===== src/rtl/mul_div_sequencer_pkg.sv =====
// Shared constants for the multiply/divide sequencer: word length, ALU opcodes,
// operation encodings and FSM state encodings.
package mul_div_sequencer_pkg;

`ifndef WORD_LENGTH
`define WORD_LENGTH 32
`endif

  localparam int WORD_LENGTH = `WORD_LENGTH;

  localparam logic [7:0] AC_ADD = 8'h00;
  localparam logic [7:0] AC_SUB = 8'h01;

  typedef enum logic [1:0] {
    OP_MUL  = 2'b00,
    OP_MULH = 2'b01,
    OP_DIV  = 2'b10,
    OP_REM  = 2'b11
  } op_e;

  typedef enum logic [1:0] {
    ST_IDLE = 2'b00,
    ST_CALC = 2'b01,
    ST_FIX  = 2'b10,
    ST_DONE = 2'b11
  } state_e;

endpackage


===== src/rtl/mul_div_sequencer.sv =====
// Multi-cycle shift-add multiplier / restoring divider that borrows an external shared ALU.
// Defining MULDIV_SIGNED_EN adds the sgn port and a sign-fixup state for two's-complement operands.
module mul_div_sequencer #(
  parameter int WORD_LENGTH = mul_div_sequencer_pkg::WORD_LENGTH
) (
  input  logic                   clk,
  input  logic                   rst_n,
  input  logic                   start,
  input  logic [1:0]             op,
`ifdef MULDIV_SIGNED_EN
  input  logic                   sgn,
`endif
  input  logic [WORD_LENGTH-1:0] a_in,
  input  logic [WORD_LENGTH-1:0] b_in,
  input  logic                   abort,
  output logic                   busy,
  output logic                   done,
  output logic [WORD_LENGTH-1:0] result,
  output logic                   err,
  output logic [WORD_LENGTH-1:0] alu_a,
  output logic [WORD_LENGTH-1:0] alu_b,
  output logic [7:0]             alu_ac,
  input  logic [WORD_LENGTH-1:0] alu_r,
  input  logic                   alu_c
);
  import mul_div_sequencer_pkg::*;

  localparam int            CW       = $clog2(WORD_LENGTH);
  localparam logic [CW-1:0] CNT_LOAD = CW'(WORD_LENGTH - 1);

  state_e                 state_q;
  op_e                    op_q;
  logic [CW-1:0]          cnt_q;
  logic [WORD_LENGTH-1:0] hi_q, lo_q, opnd_q, result_q;
  logic                   busy_q, done_q, err_q;

  logic [WORD_LENGTH-1:0] hi_d, lo_d, rem_shift, a_op, b_op;
  logic                   div_keep, div_zero;

  assign busy     = busy_q;
  assign done     = done_q;
  assign result   = result_q;
  assign err      = err_q;
  assign div_zero = op[1] & (b_in == '0);

`ifdef MULDIV_SIGNED_EN
  logic                     neg_q, neg_d, a_neg, b_neg;
  logic [2*WORD_LENGTH-1:0] prod_fix;
  logic [WORD_LENGTH-1:0]   word_fix, fix_result;

  // Operands become magnitudes at start; the sign is reapplied to the finished result in FIX.
  always_comb begin
    a_neg    = sgn & a_in[WORD_LENGTH-1];
    b_neg    = sgn & b_in[WORD_LENGTH-1];
    a_op     = a_neg ? -a_in : a_in;
    b_op     = b_neg ? -b_in : b_in;
    neg_d    = (op == OP_REM) ? a_neg : (a_neg ^ b_neg);
    prod_fix = neg_q ? -{hi_q, lo_q} : {hi_q, lo_q};
    word_fix = op_q[0] ? hi_q : lo_q;
    if (neg_q) word_fix = -word_fix;
    fix_result = op_q[1] ? word_fix
               : (op_q[0] ? prod_fix[2*WORD_LENGTH-1:WORD_LENGTH] : prod_fix[WORD_LENGTH-1:0]);
  end
`else
  assign a_op = a_in;
  assign b_op = b_in;
`endif

  // hi holds the partial product / partial remainder, lo the multiplier / dividend-then-quotient.
  assign rem_shift = {hi_q[WORD_LENGTH-2:0], lo_q[WORD_LENGTH-1]};
  // A remainder bit shifted out of hi means the true value exceeds any divisor.
  assign div_keep  = alu_c | hi_q[WORD_LENGTH-1];

  // NOTE: every always_comb output gets a default first so no latch is inferred.
  always_comb begin
    hi_d = hi_q;
    lo_d = lo_q;
    if (op_q[1]) begin
      if (div_keep) begin
        hi_d = alu_r;
        lo_d = {lo_q[WORD_LENGTH-2:0], 1'b1};
      end else begin
        hi_d = rem_shift;
        lo_d = {lo_q[WORD_LENGTH-2:0], 1'b0};
      end
    end else begin
      hi_d = {alu_c, alu_r[WORD_LENGTH-1:1]};
      lo_d = {alu_r[0], lo_q[WORD_LENGTH-1:1]};
    end
  end

  always_comb begin
    alu_a  = '0;
    alu_b  = '0;
    alu_ac = AC_ADD;
    if (state_q == ST_CALC) begin
      if (op_q[1]) begin
        alu_a  = rem_shift;
        alu_b  = opnd_q;
        alu_ac = AC_SUB;
      end else begin
        alu_a = hi_q;
        alu_b = lo_q[0] ? opnd_q : '0;
      end
    end
  end

  // NOTE: sequential state uses non-blocking assignments only, and the async reset clears
  // every register, the datapath words included, so no X can reach the outputs.
  always_ff @(posedge clk or negedge rst_n) begin
    if (!rst_n) begin
      state_q  <= ST_IDLE;
      op_q     <= OP_MUL;
      cnt_q    <= '0;
      hi_q     <= '0;
      lo_q     <= '0;
      opnd_q   <= '0;
      result_q <= '0;
      busy_q   <= 1'b0;
      done_q   <= 1'b0;
      err_q    <= 1'b0;
`ifdef MULDIV_SIGNED_EN
      neg_q    <= 1'b0;
`endif
    end else begin
      done_q <= 1'b0;
      case (state_q)
        ST_IDLE: begin
          if (start) begin
            op_q   <= op_e'(op);
            busy_q <= 1'b1;
            err_q  <= div_zero;
            hi_q   <= '0;
            lo_q   <= op[1] ? a_op : b_op;
            opnd_q <= op[1] ? b_op : a_op;
`ifdef MULDIV_SIGNED_EN
            neg_q  <= neg_d;
`endif
            if (div_zero) begin
              state_q  <= ST_DONE;
              done_q   <= 1'b1;
              result_q <= '1;
            end else begin
              state_q <= ST_CALC;
              cnt_q   <= CNT_LOAD;
            end
          end
        end
        ST_CALC: begin
          if (abort) begin
            state_q <= ST_IDLE;
            busy_q  <= 1'b0;
            cnt_q   <= '0;
          end else begin
            hi_q <= hi_d;
            lo_q <= lo_d;
            if (cnt_q == '0) begin
`ifdef MULDIV_SIGNED_EN
              state_q  <= ST_FIX;
`else
              state_q  <= ST_DONE;
              done_q   <= 1'b1;
              result_q <= op_q[0] ? hi_d : lo_d;
`endif
            end else begin
              cnt_q <= cnt_q - CW'(1);
            end
          end
        end
`ifdef MULDIV_SIGNED_EN
        ST_FIX: begin
          state_q  <= ST_DONE;
          done_q   <= 1'b1;
          result_q <= fix_result;
        end
`endif
        ST_DONE: begin
          state_q <= ST_IDLE;
          busy_q  <= 1'b0;
        end
        default: begin
          state_q <= ST_IDLE;
          busy_q  <= 1'b0;
        end
      endcase
    end
  end

endmodule


===== config.mk =====
export PLATFORM = sky130hd
export DESIGN_NAME = mul_div_sequencer
export DESIGN_NICKNAME = d
export VERILOG_FILES = /design/src/rtl/mul_div_sequencer_pkg.sv /design/src/rtl/mul_div_sequencer.sv
export SDC_FILE = /design/constraint.sdc
export NUM_CORES = 1
export LEC_CHECK = 0
export CORE_ASPECT_RATIO = 0.9
export CORE_MARGIN = 5
export CORE_UTILIZATION = 35
export CTS_BUF_LIST = sky130_fd_sc_hd__clkbuf_16
export CTS_CLUSTER_SIZE = 12
export DETAILED_ROUTE_END_ITERATION = 10
export GPL_ROUTABILITY_DRIVEN = 0
export SLEW_MARGIN = 0
export SYNTH_ARGS = -nofsm -noshare
export SYNTH_HDL_FRONTEND = slang
export SYNTH_SLANG_ARGS = --single-unit

===== constraint.sdc =====
create_clock -name clk -period 2.4 [get_ports clk]
set_input_delay 0.6 -clock clk [delete_from_list [all_inputs] [get_ports clk]]
set_output_delay 0.6 -clock clk [all_outputs]
set_load 0.01 [all_outputs]

# --- Word level (Yosys, flattened, before mapping) ---
# Cells that the tools add are included.
op_classes:
  add_sub_neg: 1
  eq_ne: 9
  muxes: 43
  bitwise: 2
  reduce_logical: 10
ops:
  columns: ["cell", "n"]
  rows:
  - ["32-bit two-way mux", 19]
  - ["32-bit one-hot mux with 2 select lines", 3]
  - ["32-bit zero test", 1]
  - ["5-bit two-way mux", 4]
  - ["2-bit != test, second input constant", 5]
  - ["5-bit one-hot mux with 2 select lines", 1]
  - ["1-bit two-way mux", 9]
  - ["2-bit two-way mux", 4]
  - ["2-bit AND reduction", 3]
  - ["5-bit zero test", 1]
  - ["5-bit AND reduction", 1]
  - ["5-bit by 1-bit subtractor with 5-bit output, second input constant", 1]
  - ["1-bit one-hot mux with 2 select lines", 2]
  - ["2-bit one-hot mux with 2 select lines", 1]
  - ["4-bit AND reduction", 1]
  - ["3-bit by 2-bit != test with 1-bit output, second input constant", 1]
  - ["3-bit != test, second input constant", 1]
  - ["3-bit AND reduction", 1]
  - ["2-bit by 1-bit == test with 1-bit output, second input constant", 1]
  - ["2-bit zero test", 1]
  - ["2-bit by 1-bit != test with 1-bit output, second input constant", 1]
  - ["2-bit nonzero test", 1]
  - ["1-bit AND", 1]
  - ["1-bit bitwise OR", 1]
totals:
  regBits: 140
  in_bits: 103
  output_inout_bits: 107
  wordCells: 75

# --- Longest topological paths before layout ---
logic_depth:
  ltp_word: 7
  ltp_mapped: 8
  depth_no_buf: 7

# --- Worst setup path before layout ---
# OpenSTA, ideal clock, no wires.
synth_path:
  path_type: "reg-to-output"
  start: "reg op_q[1]"
  end: "out alu_a[0]"
  arrival_ns: 1.452
  required_ns: 1.800
  slack_ns: 0.348
  path_stages_with_launch: 7
  n_path_buf: 4
  path_cell_list: "dfrtp_1 buf_2 buf_4 buf_2 buf_2 mux2i_1 nor2_1"
synth_via:
  elab_chain_cells: 2
synth_rtl:
  columns: ["element", "line", "source"]
  rows:
  - ["start: declaration", "mul_div_sequencer.sv:32", "op_e op_q;"]
  - ["start signal: assignment", "mul_div_sequencer.sv:130", "op_q <= op_e'(op);"]
  - ["32-bit two-way mux", "mul_div_sequencer.sv:97", "if (op_q[1]) begin"]
  - ["32-bit two-way mux", "mul_div_sequencer.sv:96", "if (state_q == ST_CALC) begin"]
  - ["end: declaration", "mul_div_sequencer.sv:20", "output logic [WORD_LENGTH-1:0] alu_a,"]
# No other way between the ends.

# --- Final worst setup path ---
# Same ends and word-level chain as after synthesis.

==> results by group <==
STA
  • Final Skew: 0.0134 ns
  • Setup ws final: 0.0108 ns
  • Crit share post-route: 0.995
  • Fmax: about 420 MHz
  • Setup-failing EPs final: 0
  • RSZ-0062 raised after global routing: true
  • Final hold vios: 0
  • Slew Limit Fails: 0
  • Headroom to the max-slew limit: 0.607
  • Worst Tran Pin Value: 0.590 ns
  • Minimum clock period: 2.39 ns
  • Final hold slack: 0.151 ns

Synthesis
  • Synth area leader: dfrtp_1
  • Share of the synthesized area in the top cell type: 0.421
  • Asr flop ratio synth: 1.00
  • Synth Flop Type: dfrtp_1
  • EDFF count, synth: 0
  • Yosys warns: 0
  • Yosys reg bits: 140
  • Post-synthesis sequential area ratio: 0.421
  • Netlist Area Pre-Place: between 8000 and 9000 um2
  • Mapped Avg Cell Area: 9.27 um2
  • Post-Synthesis Cells: 897
  • Synth area leaders: dfrtp_1 (42%), mux2i_1 (19%), nor2_1 (5.0%)
  • Post-synth cell types: 39

Cells and area
  • Design Area, Final: roughly 12000 um2
  • Area growth, synth to finish: 42.1%
  • Fin nets: 1241
  • Final Core Density: 0.505
  • Diodes inserted: 0
  • Filler cells: 2218
  • Share of cells above drive strength 1: 0.203

Route
  • First DRT Iteration DRCs: 435
  • # DRC: 0
  • Number of detailed-route iterations in the first pass: 5
  • Via Count: 7377
  • Drt wl/cell: between 15 and 20 um
  • Final ANT Viol Nets: 0
  • Vias/cell: between 5 and 6
  • WL final: 27.1 mm

Clock network
  • H-tree depth: 4
  • Clk_lat worst skew: 0.42 ns
  • CTS tree: done
  • CTS Buf Count: 17
  • Clk slew on worst S/H paths: 0.06 ns
  • Clock sink count: 140
  • Root Buffer: clkbuf_16
  • Max Buffers Root-to-Sink: 2

Worst setup path
  • Critical Path Source: op_q[1]
  • WP data arrival: 1.79 ns
  • Capturing point of the worst reg2reg path: result[2]
  • Worst Setup End Kind: output pin
  • FF-to-FF Start: op_q[1]
  • Flop2flop setup slack: 0.12 ns
  • CP required: 1.80 ns
  • Max FO, Critical Path: 17
  • Setup CP Type: flop to output pin
  • Worst Setup EP: alu_a[0]
  • Startpoint types: flop
  • R2R cell count: 7

Power
  • Pwr Total: 9.66 mW
  • Leakage Power: 5.78 nW
  • Pwr dens: between 800 and 900 nW/um2
  • Worst vdd ir: 0.448 mV

Floorplan
  • Die W: 173 um
  • Core area: 23400 um2
  • Die Y: ~160 um
  • Die Area: 27000 um2
  • Initial Util: 0.355
  • Rows: 53
  • IO Count: 210

Global route
  • GRT overflow: 0
  • Vias in the first global route: 7631
  • First-pass GRT wire length: 42.7 mm
  • Pin count of the biggest net entering global routing: 67
  • Initial antenna violation count: 0
  • Tot GR Track Use: 0.196

Place
  • Dpl cell area: between 10000 and 15000 um2
  • Number of I/O port buffers: 202
  • Post-DP HPWL: 19.6 mm
  • Place WS: -0.265 ns

Status
  • Status: complete, no violations

Min path
  • Worst hold path class: input pin to asynchronous set/reset pin

Job
  • Number of max-cap violations: 0
## report_power, final
group          switching, mW  internal, mW  total [mW]
logic                   1.89          1.95        3.84
registers              0.494          2.95        3.44
clock network           1.07          1.31        2.38
## state kept, by name, summed over array words and instances (netlist names)
register,flops
result,32
done,1
state_q,2
opnd_q,32
busy,1
cnt_q,5
hi_q,32
err,1
lo_q,32
op_q,2
## per-stage QoR
stage	std cells	TNS, ns
final	1452	0
after global routing	1452	-0.0662
after CTS	1453	-1.53
after detailed placement	1406	-8.31
after global placement	1406	-11.11
after floorplan	903	0
## synthesized netlist by cell type (6+ instances only)
library cell,count
mux2i_1,155
dfrtp_1,140
nor2_1,111
a21oi_1,73
nand2_1,69
o21ai_0,67
inv_1,35
and2_1,34
a22o_1,32
mux2_2,32
clkbuf_1,31
o22ai_1,27
buf_2,21
buf_1,10
buf_4,8
nor4_1,7
buf_6,6
## how the worst min path moves through the flow
stage | endpoint | from | cells past startpoint | slack, ns
2_1_floorplan | busy | rst_n | 0 | 0.30
3_3_place_gp | opnd_q[23] | opnd_q[23] | 2 | 0.45
3_5_place_dp | opnd_q[9] | opnd_q[9] | 2 | 0.46
4_1_cts | opnd_q[13] | rst_n | 1 | 0.15
5_1_grt | opnd_q[17] | rst_n | 1 | 0.17
6_report | opnd_q[17] | rst_n | 1 | 0.15
## critical path, stage by stage (launching register included)
cell and delay (ns):
dfrtp_4 0.50, buf_6 0.14, buf_16 0.16, mux2i_1 0.21, nor2_1 0.06, dlygate4sd2_1 0.29
## logic make-up (layout without fill, tap and decap cells)
family | Yosys count | count (layout) | synth area share
other | 1 | 7 | 0.000451
multiplexers | 190 | 190 | 0.234
AO/OA/AOI/OAI | 212 | 212 | 0.152
flip-flops | 140 | 140 | 0.421
adder cells (fa/ha/maj) | 1 | 1 | 0.00150
buffers and inverters | 111 | 358 | 0.0623
AND/OR/NAND/NOR | 242 | 242 | 0.129
## placed cells by master, fill, tap and decap left out, drive strengths merged
master / instances
nor3b: 1
bufbuf: 1
o21ai: 67
conb: 7
clkbuf: 23
o21a: 1
clkdlybuf4s15: 10
nand2b: 3
a21bo: 3
inv: 37
mux2i: 155
clkinv: 11
nand3: 1
nor4: 8
nor2b: 1
a22o: 32
a21oi: 73
nand2: 69
ha: 1
dlygate4sd2: 11
or2: 1
and2: 34
nand4: 2
buf: 128
a211o: 2
mux2: 35
o32ai: 1
or4b: 1
clkdlybuf4s50: 135
o22a: 4
o21bai: 1
clkinvlp: 2
nor2: 115
o22ai: 27
dfrtp: 140
nor4b: 1
a21o: 1
or3: 1
nor3: 4
## per-layer routing
metal / wire length [um] / global-route usage / up-vias / share of wire
met3: 1350 / 0.0486 / 20 / 0.050
met5: 0 / 0 / - / 0
met1: 12200 / 0.257 / 3569 / 0.45
met4: 325 / 0.0377 / 0 / 0.012
met2: 13300 / 0.335 / 172 / 0.49
li1: - / - / 3616 / -
## cell type report
class / count / area, um2 / area share
Clock inverter: 15 / 100 / 0.00847
Sequential cell: 140 / 3510 / 0.297
Tap cell: 302 / 378 / 0.0320
Multi-Input combinational cell: 652 / 4420 / 0.374
Inverter: 35 / 131 / 0.0111
Clock buffer: 17 / 425 / 0.0360
Timing Repair Buffer: 291 / 2850 / 0.241
## what timing repair did
item	CTS	global route
endpoints found under the setup margin	65	32
resized for setup	227	30
hold buffers	0	0
setup buffers	10	2
hold endpoints to repair	0	0
pin swaps	9	3
cloned	5	0
No activity file was read; power rests on OpenSTA's default activity.
